===== src/rtl/alu_result_sender_pkg.sv =====
// Shared definitions for the ALU result sender: FSM state encoding and width helpers.
package alu_result_sender_pkg;

  typedef enum logic [1:0] {
    StIdle = 2'b00,
    StLoad = 2'b01,
    StWait = 2'b10
  } snd_state_e;

  function automatic int unsigned num_bytes(input int unsigned out_w, input int unsigned data_w);
    return out_w / data_w;
  endfunction

  // A one-byte result still needs a 1-bit counter.
  function automatic int unsigned cnt_width(input int unsigned n);
    return (n > 1) ? $clog2(n) : 1;
  endfunction

endpackage


===== src/rtl/alu_result_sender.sv =====
// Serializes each captured ALU result LSB-first into the UART_TX parallel-load handshake,
// with a one-entry pending buffer for a result arriving mid-frame.
module alu_result_sender
  import alu_result_sender_pkg::*;
#(
  parameter int unsigned OUT_WIDTH  = 16,
  parameter int unsigned DATA_WIDTH = 8
) (
  input  logic                  CLK,
  input  logic                  RST,
  input  logic [OUT_WIDTH-1:0]  ALU_OUT,
  input  logic                  OUT_VALID,
  input  logic                  TX_BUSY,
  output logic [DATA_WIDTH-1:0] TX_P_DATA,
  output logic                  TX_D_VLD,
  output logic                  SND_BUSY,
  output logic                  DROP
);

  localparam int unsigned NUM_BYTES = num_bytes(OUT_WIDTH, DATA_WIDTH);
  localparam int unsigned CNT_W     = cnt_width(NUM_BYTES);
  localparam logic [CNT_W-1:0] LAST_CNT = CNT_W'(NUM_BYTES - 1);

  snd_state_e            state_q, state_d;
  logic [OUT_WIDTH-1:0]  shift_q, shift_d, shift_nxt;
  logic [OUT_WIDTH-1:0]  pend_q, pend_d, load_val;
  logic [CNT_W-1:0]      cnt_q, cnt_d;
  logic                  pend_vld_q, pend_vld_d;
  logic [DATA_WIDTH-1:0] tx_data_d;
  logic                  tx_vld_d, drop_d, snd_busy_d;
  logic                  frame_done, can_load, take_pend, take_new;

  assign shift_nxt  = shift_q >> DATA_WIDTH;
  assign frame_done = (state_q == StWait) && !TX_BUSY && (cnt_q == LAST_CNT);
  assign can_load   = (state_q == StIdle) || frame_done;
  // The older pending result always wins over a result arriving the same cycle.
  assign take_pend  = can_load && pend_vld_q;
  assign take_new   = can_load && !pend_vld_q && OUT_VALID;
  assign load_val   = take_pend ? pend_q : ALU_OUT;

  always_comb begin
    state_d   = state_q;
    shift_d   = shift_q;
    cnt_d     = cnt_q;
    tx_vld_d  = TX_D_VLD;
    tx_data_d = TX_P_DATA;
    if (take_pend || take_new) begin
      state_d   = StLoad;
      shift_d   = load_val;
      cnt_d     = '0;
      tx_vld_d  = 1'b1;
      tx_data_d = load_val[DATA_WIDTH-1:0];
    end else begin
      unique case (state_q)
        StLoad: begin
          if (TX_BUSY) begin
            tx_vld_d = 1'b0;
            state_d  = StWait;
          end
        end
        StWait: begin
          if (!TX_BUSY) begin
            if (cnt_q != LAST_CNT) begin
              shift_d   = shift_nxt;
              cnt_d     = cnt_q + CNT_W'(1);
              tx_vld_d  = 1'b1;
              tx_data_d = shift_nxt[DATA_WIDTH-1:0];
              state_d   = StLoad;
            end else begin
              state_d = StIdle;
            end
          end
        end
        default: state_d = StIdle;
      endcase
    end
  end

  // Pending entry: written when empty or when drained this cycle; otherwise the new result drops.
  always_comb begin
    pend_d     = pend_q;
    pend_vld_d = pend_vld_q;
    drop_d     = 1'b0;
    if (take_pend) begin
      pend_vld_d = 1'b0;
    end
    if (OUT_VALID && !take_new) begin
      if (!pend_vld_q || take_pend) begin
        pend_d     = ALU_OUT;
        pend_vld_d = 1'b1;
      end else begin
        drop_d = 1'b1;
      end
    end
  end

  assign snd_busy_d = (state_d != StIdle) || pend_vld_d;

  always_ff @(posedge CLK or negedge RST) begin
    if (!RST) begin
      state_q    <= StIdle;
      shift_q    <= '0;
      cnt_q      <= '0;
      pend_q     <= '0;
      pend_vld_q <= 1'b0;
      TX_P_DATA  <= '0;
      TX_D_VLD   <= 1'b0;
      SND_BUSY   <= 1'b0;
      DROP       <= 1'b0;
    end else begin
      state_q    <= state_d;
      shift_q    <= shift_d;
      cnt_q      <= cnt_d;
      pend_q     <= pend_d;
      pend_vld_q <= pend_vld_d;
      TX_P_DATA  <= tx_data_d;
      TX_D_VLD   <= tx_vld_d;
      SND_BUSY   <= snd_busy_d;
      DROP       <= drop_d;
    end
  end

endmodule


===== config.mk =====
export PLATFORM = sky130hd
export DESIGN_NAME = alu_result_sender
export DESIGN_NICKNAME = d
export VERILOG_FILES = /design/src/rtl/alu_result_sender_pkg.sv /design/src/rtl/alu_result_sender.sv
export SDC_FILE = /design/constraint.sdc
export NUM_CORES = 1
export LEC_CHECK = 0
export CORE_MARGIN = 2
export CORE_UTILIZATION = 50
export CTS_BUF_LIST = sky130_fd_sc_hd__clkbuf_8
export DETAILED_ROUTE_END_ITERATION = 10
export GPL_TIMING_DRIVEN = 0
export PLACE_DENSITY = 0.84
export SETUP_SLACK_MARGIN = 0.15
export SLEW_MARGIN = 20
export SYNTH_ARGS = -nofsm -noshare
export SYNTH_HDL_FRONTEND = slang
export SYNTH_SLANG_ARGS = --single-unit

===== constraint.sdc =====
create_clock -name CLK -period 2 [get_ports CLK]
set_clock_uncertainty 0.05 [all_clocks]
set_input_delay 0.2 -clock CLK [delete_from_list [all_inputs] [get_ports CLK]]
set_output_delay 0.2 -clock CLK [all_outputs]
set_load 0.03 [all_outputs]

* After elaboration in Yosys (flattened, before gate mapping)
Cells that the tools add are included.
** Word-level totals
- Flip-flop bits (word level) :: 47
- Latch bits :: 0
- Bits in writable memories :: 0
- Memory bits (read-only) :: 0
- Bits of input ports :: 20
- Output and inout bits :: 11
- Logic and storage cells :: 66
- Memories kept :: 0
** Cells by class
- Add/sub/neg operators :: 1
- $mul :: 0
- Div/mod/pow operators :: 0
- Order comparisons :: 0
- Eq/ne operators :: 7
- Shift operators :: 0
- Multiplexer cells :: 28
- Bitwise operators :: 0
- Reductions and logical operators :: 21
** Operators by type and width (count)
- 16-bit two-way mux :: 5
- 8-bit two-way mux :: 4
- 1-bit two-way mux :: 14
- 1-bit logical AND :: 6
- 2-bit two-way mux :: 3
- 3-bit by 2-bit != test with 1-bit output, second input constant :: 2
- 1-bit logical OR :: 4
- 2-bit by 1-bit != test with 1-bit output, second input constant :: 2
- 2-bit one-hot mux with 2 select lines :: 1
- 2-bit AND reduction :: 2
- 4-bit AND reduction :: 1
- 2-bit nonzero test :: 2
- 1-bit zero test :: 3
- 3-bit != test, second input constant :: 1
- 3-bit AND reduction :: 1
- 3-bit nonzero test :: 1
- 2-bit by 1-bit equality test with 1-bit output, second input constant :: 1
- 2-bit equality test, second input constant :: 1
- 2-bit zero test :: 1
- 1-bit one-hot mux with 2 select lines :: 1
- 1-bit adder, second input constant :: 1

* Depth between registers and ports, before layout
Gate-level depths: netlist of the first run.
- Word-level depth :: 10
- Gate-level depth with buffers :: 7
- Mapped depth without buffers :: 6

* Least setup slack after synthesis of the first run
OpenSTA, ideal clock, no wires.
- Kind :: register to register
- Start point :: register state_q[0]
- End point :: register pend_q[10]
- Setup time :: 0.125 ns
- Arrival :: 1.808 ns
- Required time :: 1.825 ns
- Path slack :: 0.017 ns
- Cell stages (with the launch flop) :: 8
- Path buffers :: 1
- Period minus slack after synthesis :: 1.983 ns
- Path through :: dfrtp_1 inv_1 ha_1 and3b_4 o21ai_4 a2bb2oi_4 buf_8 mux2_4
** On the way
- Word-level cells in the longest chain between the ends :: 9
- Elaborated cells on any way between the ends :: 12
- Those cells by class :: eq/ne (1); reduce/logical (11)
** RTL lines
- from (decl) :: line alu_result_sender.sv:24 : snd_state_e state_q, state_d;
- from (signal assigned) :: line alu_result_sender.sv:101 : state_q <= StIdle;
- from (signal assigned) :: line alu_result_sender.sv:111 : state_q <= state_d;
- 2-bit equality test :: line alu_result_sender.sv:34 : assign frame_done = (state_q == StWait) && !TX_BUSY && (cnt_q == LAST_CNT);
- 1-bit logical AND (2 in series) :: line alu_result_sender.sv:34
- 1-bit logical OR * :: line alu_result_sender.sv:35 : assign can_load = (state_q == StIdle) || frame_done;
- 1-bit logical AND (2 in series) :: line alu_result_sender.sv:38 : assign take_new = can_load && !pend_vld_q && OUT_VALID;
- 1-bit zero test :: line alu_result_sender.sv:87 : if (OUT_VALID && !take_new) begin
- 1-bit logical AND :: line alu_result_sender.sv:87
- 2-bit AND reduction (no line) *
- to (signal assigned) :: line alu_result_sender.sv:114 : pend_q <= pend_d;
- to (decl) :: line alu_result_sender.sv:26 : logic [OUT_WIDTH-1:0] pend_q, pend_d, load_val;
Every way passes the cells marked *; elsewhere a longest branch is shown, timed or not.
A chain may end at the register's enable or synchronous reset.

* Worst setup path after layout of the first run
- Start point :: register state_q[1]
- End point :: register pend_q[13]
Same word-level chain as after synthesis.

==> impl_metrics.py, run 1 <==
metrics = {
    "critical_path": {
        "rr_endpoint": "pend_q[13]$_DFFE_PN0P_",
        "path_class": "flip-flop to flip-flop",
        "rr_worst_depth": 6,
        "crit_buf_inv": 1,
        "crit_path_start_kind": "flip-flop",
        "cp_max_fo": 6,
        "reg2reg_slack_ns": 0.12,
        "cp-startpoint": "state_q[1]$_DFF_PN0_",
        "crit_slowest_cell": "dfrtp_1",
        "critical_path.cell_chain": "ha_4, and3b_4, o21ai_4, a2bb2oi_4, buf_4, mux2_2",
        "slowest_delay_ns": 0.42,
        "critPathRequiredTime_ns": 2.13,
        "r2r_start": "state_q[1]$_DFF_PN0_",
        "endpoint_kind": "flip-flop",
        "worst_ep_arrival_time_ns": 2.01,
        "crit_cells": 6,
        "crit_family": "flip-flops",
    },
    "timing": {
        "hold_violations": 0,
        "min_period_ns": 1.88,
        "fin_ws_ns": 0.119,
        "finalSetupTns_ns": 0,
        "slew_viol_final": 0,
        "post-route-period-util_pct": 94.0,
        "max_freq_ghz": 0.532,
        "rsz0062_at_grt": "true",
        "worstMarginPinSlew_ns": 0.463,
        "setup_viol": 0,
        "slew_headroom_pct": 69.1,
    },
    "floorplanning": {
        "die_w_um": 67.6,
        "die_height_um": 67.6,
        "die_area_sq_um": 4570,
        "ios": 31,
        "rows": 23,
        "core_sq_um": 3940,
        "start_util_pct": 51.3,
    },
    "logic_synthesis": {
        "synth_area_leaders": "dfrtp_1 (48%), mux2_4 (7.4%), mux2i_1 (4.0%)",
        "ys.flop_type": "dfrtp_1",
        "async_reset_ff_share_pct": 100,
        "synth_compound_area_share_pct": 18.2,
        "ys_types": 40,
        "yosys.area_share.simple_pct": 9.83,
        "synth_seq_area_share_pct": 48.2,
        "synth_nets": 198,
        "syn-cell-area_sq_um": 2020,
        "avgSynthCellArea_sq_um": 11.6,
        "synth.ff_latch_count": 39,
        "yosysWarnings": 0,
        "yosys.area.top_type": "dfrtp_1",
        "synth.area.mux_share_pct": 14.7,
        "synth-xor-area-share_pct": 0,
        "yosys.area.top_type_share_pct": 48.2,
        "synthAdderAreaFrac_pct": 1.85,
        "synth-edff-count": 0,
        "synth_top_family_by_area": "compound AO/OA/AOI/OAI gates",
        "synthCells": 175,
    },
    "power": {
        "power.density_nw_per_um2": 1690,
        "power.total_uw": 4420,
        "peakVddDrop_v": 0.000851,
        "power.leakage_uw": 0.00117,
    },
    "cts": {
        "clockBufferDepth": 2,
        "cts_tree": "done",
        "clk_latency_ns": 0.29,
        "ctsRootBufferMaster": "clkbuf_8",
        "path_clk_slew_ns": 0.07,
        "htreeDepth": 2,
        "cts_buffers": 5,
        "clkSinkCount": 39,
    },
    "place": {
        "port_buffers": 30,
        "pre_cts_slack_ns": -0.298,
        "gp_routability_congestion": 0.836,
        "hpwl_um": 2930,
        "dp.cells": 256,
    },
    "detailed_routing": {
        "drc": 0,
        "firstDrtPassIters": 4,
        "routed_wl_um": 4150,
        "vias": 1485,
        "wire_per_inst_um": 15.3,
        "viasPerCell": 5.48,
        "drtIter0Drc": 62,
        "ant_nets": 0,
    },
    "global_route": {
        "antenna_found_initial": 0,
        "grt_pass1_wl_um": 6820,
        "grtUsageTotal_pct": 20.6,
        "grt-ovfl-total": 0,
        "grt_max_degree": 34,
        "grt_pass1_vias": 1508,
    },
    "finish": {
        "final_util_pct": 66.4,
        "nNetsFinal": 243,
        "drive_gt1_share_pct": 28.1,
        "post_layout_nonfiller_instances": 271,
        "syn_to_final_growth_pct": 29.3,
        "nFillCells": 312,
        "antenna_cells": 0,
    },
    "status": {
        "status": "completed",
    },
    "worst_hold_path": {
        "worstHoldPathType": "input port to asynchronous set/reset pin",
    },
    "run": {
        "maxCapViolCount": 0,
    },
}
## cell type report
cell class                 instances  area, sq um  share of cell area [%]
multi-input combinational        111          971                    37.1
sequential                        39          976                    37.3
buffer                            17          126                    4.83
timing repair buffer              38          370                    14.1
clock buffer                       5         68.8                    2.63
inverter                           8         30.0                    1.15
tap                               50         62.6                    2.39
clock inverter                     3         12.5                   0.478
## cell usage after synthesis, types with 2 or more instances
cell type	instances
nand2b_1	2
mux2_2	6
ha_1	3
o32a_1	6
o21ai_0	11
nor2_1	6
mux2i_1	8
buf_2	3
o2bb2ai_1	2
nand3_1	12
clkbuf_1	2
o221ai_1	6
nand2_1	6
and3_1	2
inv_1	8
a21oi_1	3
o31ai_1	6
a22oi_1	3
mux2_4	10
buf_4	10
dfrtp_1	39
a22o_1	3
## power breakdown
| part | switching (uW) | total [uW] | internal, uW |
|---|---|---|---|
| Combinational | 1190 | 2500 | 1310 |
| Sequential | 242 | 1420 | 1180 |
| Clock | 259 | 493 | 234 |
| Total | 1690 | 4420 | 2730 |
## what timing repair did
item / 4_1_cts / 5_1_grt
pin swaps: 2 / 3
endpoints found under the hold margin: 39 / 0
gates resized for setup: 4 / 11
hold buffers: 1 / 0
setup endpoints to repair: 28 / 28
setup buffers: 4 / 2
## kinds of logic (layout without fill, tap and decap cells)
group / Yosys count / after routing
AOI/OAI and AO/OA: 46 / 46
buffers and inverters: 25 / 71
muxes: 24 / 24
DFF: 39 / 39
and+or+nand+nor: 38 / 38
adders and majority gates: 3 / 3
## through the flow
step	hold WS, ns	instance area [sq um]
6_report	0.229	2620
3_3_place_gp	0.437	2400
3_5_place_dp	0.00440	2410
4_1_cts	0.225	2550
5_1_grt	0.244	2620
2_1_floorplan	-0.146	2040
## per-layer routing
| metal | GRT usage, % | part of all wire, % | vias to the layer above |
|---|---|---|---|
| met1 | 24.6 | 43 | 716 |
| met5 | 0 | 0 | - |
| met2 | 35.8 | 52 | 33 |
| li1 | - | - | 728 |
| met4 | 8.67 | 1.9 | 0 |
| met3 | 4.00 | 3.9 | 8 |
## state kept, by name, indices dropped and copies added, names as in the netlist
signal and cells:
pend_vld_q 1, state_q 2, DROP 1, SND_BUSY 1
TX_D_VLD 1, pend_q 16, TX_P_DATA 7, shift_q 9
cnt_q 1
## layout by cell type, fill, tap and decap left out, types with 5 or more instances in the layout
cell | netlist | final
inv_1 | 8 | 9
nor2_1 | 6 | 6
o21ai_0 | 11 | 11
clkdlybuf4s50_1 | 0 | 29
nand3_1 | 12 | 12
o31ai_1 | 6 | 6
o32a_1 | 6 | 6
mux2_4 | 10 | 10
nand2_1 | 6 | 6
clkbuf_8 | 0 | 5
buf_4 | 10 | 16
mux2i_1 | 8 | 8
dfrtp_1 | 39 | 39
mux2_2 | 6 | 6
## how the worst max path moves through the flow
stage / to / slack [ns]
CTS: pend_q[9]$_DFFE_PN0P_ / 0.14
detailed placement: pend_q[5]$_DFFE_PN0P_ / -0.30
floorplan: pend_q[10]$_DFFE_PN0P_ / 0.06
global placement: pend_q[6]$_DFFE_PN0P_ / -0.29
finish: pend_q[13]$_DFFE_PN0P_ / 0.12
global route: pend_q[13]$_DFFE_PN0P_ / 0.05
No activity file was read; power rests on OpenSTA's default activity.
==> run 2: changes to the inputs <==
--- a/config.mk
+++ b/config.mk
@@ -5,6 +5,7 @@
 export SDC_FILE = /design/constraint.sdc
 export NUM_CORES = 1
 export LEC_CHECK = 0
+export CORE_ASPECT_RATIO = 0.6
 export CORE_MARGIN = 2
 export CORE_UTILIZATION = 50
 export CTS_BUF_LIST = sky130_fd_sc_hd__clkbuf_8
==> run 2 against run 1 <==
- design area is 0.48% lower
- non-clock buffer count unchanged
- global-route usage grew 0.77 points
- die area is 0.37% higher
- sequential power is essentially flat
- total power rose by 1.2%
- critical path depth rose by 1
- count of clock-buffer cells in the layout is the same
- via count grew 3.8%
- clock power is 0.8% higher
- combinational power up 2%
- critical path type unchanged
==> impl_metrics.py, run 2 (synthesis gave the netlist of run 1 again) <==
metrics = {
    "detailed_routing": {
        "viasPerCell": 5.75,
        "drc": 0,
        "drtIter0Drc": 166,
        "ant_nets": 0,
        "firstDrtPassIters": 4,
        "routed_wl_um": 4510,
        "wire_per_inst_um": 16.8,
        "vias": 1542,
    },
    "cts": {
        "ctsRootBufferMaster": "clkbuf_8",
        "clkSinkCount": 39,
        "cts_buffers": 5,
        "htreeDepth": 2,
        "cts_tree": "done",
        "path_clk_slew_ns": 0.07,
        "clockBufferDepth": 2,
        "clk_latency_ns": 0.29,
    },
    "global_route": {
        "grt_pass1_wl_um": 7250,
        "grt-ovfl-total": 0,
        "grt_max_degree": 31,
        "antenna_found_initial": 0,
        "grtUsageTotal_pct": 21.3,
        "grt_pass1_vias": 1412,
    },
    "timing": {
        "hold_violations": 0,
        "slew_headroom_pct": 72.1,
        "min_period_ns": 1.88,
        "rsz0062_at_grt": "true",
        "post-route-period-util_pct": 93.8,
        "setup_viol": 0,
        "max_freq_ghz": 0.533,
        "slew_viol_final": 0,
        "finalSetupTns_ns": 0,
        "worstMarginPinSlew_ns": 0.418,
    },
    "critical_path": {
        "worst_ep_arrival_time_ns": 2.00,
        "crit_buf_inv": 2,
        "crit_slowest_cell": "dfrtp_1",
        "critPathRequiredTime_ns": 2.12,
        "endpoint_kind": "flip-flop",
        "crit_family": "flip-flops",
        "reg2reg_slack_ns": 0.12,
        "crit_path_start_kind": "flip-flop",
        "rr_endpoint": "pend_q[6]$_DFFE_PN0P_",
        "r2r_start": "state_q[0]$_DFF_PN0_",
        "crit_cells": 7,
        "path_class": "flip-flop to flip-flop",
        "cp_max_fo": 10,
        "critical_path.cell_chain": "inv_2, ha_4, and3b_4, o21ai_4, a2bb2oi_4, buf_8, mux2_4",
        "rr_worst_depth": 7,
        "slowest_delay_ns": 0.38,
    },
    "floorplanning": {
        "core_sq_um": 3760,
        "die_w_um": 86.1,
        "ios": 31,
        "die_height_um": 53.3,
        "rows": 17,
        "die_area_sq_um": 4590,
        "start_util_pct": 53.8,
    },
    "finish": {
        "reg_top3": "pend_q: 16 flops, shift_q: 9 flops, TX_P_DATA: 7 flops",
        "layout_commonest_cell": "dfrtp_1",
        "largest_reg_flops": 16,
        "drive_gt1_share_pct": 28.1,
        "layout.area.seq_sq_um": 976,
        "nFillCells": 279,
        "final_util_pct": 69.2,
        "design_area_sq_um": 2610,
        "final_cell_mix": "dfrtp_1 (39), clkdlybuf4s50_1 (29), buf_4 (17)",
        "top_register": "pend_q",
        "syn_to_final_growth_pct": 28.7,
        "antenna_cells": 0,
        "nNetsFinal": 243,
        "multiInputGateArea_sq_um": 967,
    },
    "power": {
        "peakVddDrop_v": 0.000861,
        "power.leakage_uw": 0.00117,
        "power.density_nw_per_um2": 1720,
    },
    "place": {
        "place_area_sq_um": 2410,
        "hpwl_um": 3150,
        "port_buffers": 30,
        "gp_routability_congestion": 0.785,
    },
    "worst_hold_path": {
        "worstHoldPathType": "input port to asynchronous set/reset pin",
    },
    "run": {
        "maxCapViolCount": 0,
    },
    "status": {
        "status": "completed",
    },
}
## run 2: cell count changes in the layout (fill, tap and decap cells not counted)
cell / before / now
a22oi_2: 1 / 0
o221ai_1: 3 / 4
ha_2: 0 / 1
o31ai_2: 0 / 2
buf_4: 16 / 17
buf_8: 0 / 1
clkbuf_4: 1 / 0
o21ai_2: 1 / 0
ha_4: 2 / 1
buf_12: 2 / 1
o221ai_2: 3 / 2
o21ai_4: 2 / 3
a22oi_1: 2 / 3
o31ai_1: 6 / 4
## run 2: power breakdown
group | internal (uW) | switching, uW | total [uW] | leakage [uW]
clock | 234 | 263 | 497 | 0.0000505
sequential | 1180 | 252 | 1430 | 0.000471
combinational | 1300 | 1250 | 2540 | 0.000651
## run 2: final cells by class
class / instances / area share [%]
tap: 47 / 2.26
multi-input combinational: 111 / 37.1
inverter: 8 / 1.15
clock buffer: 5 / 2.64
buffer: 17 / 4.66
clock inverter: 3 / 0.480
timing repair buffer: 38 / 14.2
sequential: 39 / 37.5
## run 2: routing by layer
layer	vias to the layer above	part of all wire, %	GRT usage, %
li1	722	-	-
met1	761	48	30.7
met2	55	45	32.7
met3	4	6.0	5.77
met4	0	0.58	3.70
met5	-	0	0
## run 2: repair_timing
item | in CTS | in global routing
endpoints found under the setup margin | 35 | 32
gates resized for setup | 3 | 12
hold endpoints to repair | 27 | 0
buffers inserted | 4 | 2
hold buffers | 1 | 0
pin swaps | 2 | 3
## run 2: worst reg2reg max path, stage by stage, from the launching register on
cell	delay [ns]
dfrtp_1	0.38
inv_2	0.07
ha_4	0.17
and3b_4	0.22
o21ai_4	0.16
a2bb2oi_4	0.20
buf_8	0.19
mux2_4	0.32
## run 2: worst max path at each step
stage | startpoint | end
2_1_floorplan | state_q[0]$_DFF_PN0_ | pend_q[10]$_DFFE_PN0P_
3_3_place_gp | TX_BUSY | pend_q[10]$_DFFE_PN0P_
3_5_place_dp | TX_BUSY | pend_q[6]$_DFFE_PN0P_
4_1_cts | state_q[0]$_DFF_PN0_ | pend_q[6]$_DFFE_PN0P_
5_1_grt | state_q[0]$_DFF_PN0_ | pend_q[8]$_DFFE_PN0P_
6_report | state_q[0]$_DFF_PN0_ | pend_q[6]$_DFFE_PN0P_
## run 2: per-stage QoR
stage          std cells  hold WS (ns)  setup WS, ns  total power [uW]
5_1_grt              268         0.284        0.0753              4760
3_3_place_gp         252         0.432        -0.304              3640
3_5_place_dp         253        0.0330        -0.312              3730
2_1_floorplan        175        -0.146        0.0642              3110
4_1_cts              266         0.256         0.143              4320
6_report             268         0.254         0.124              4480
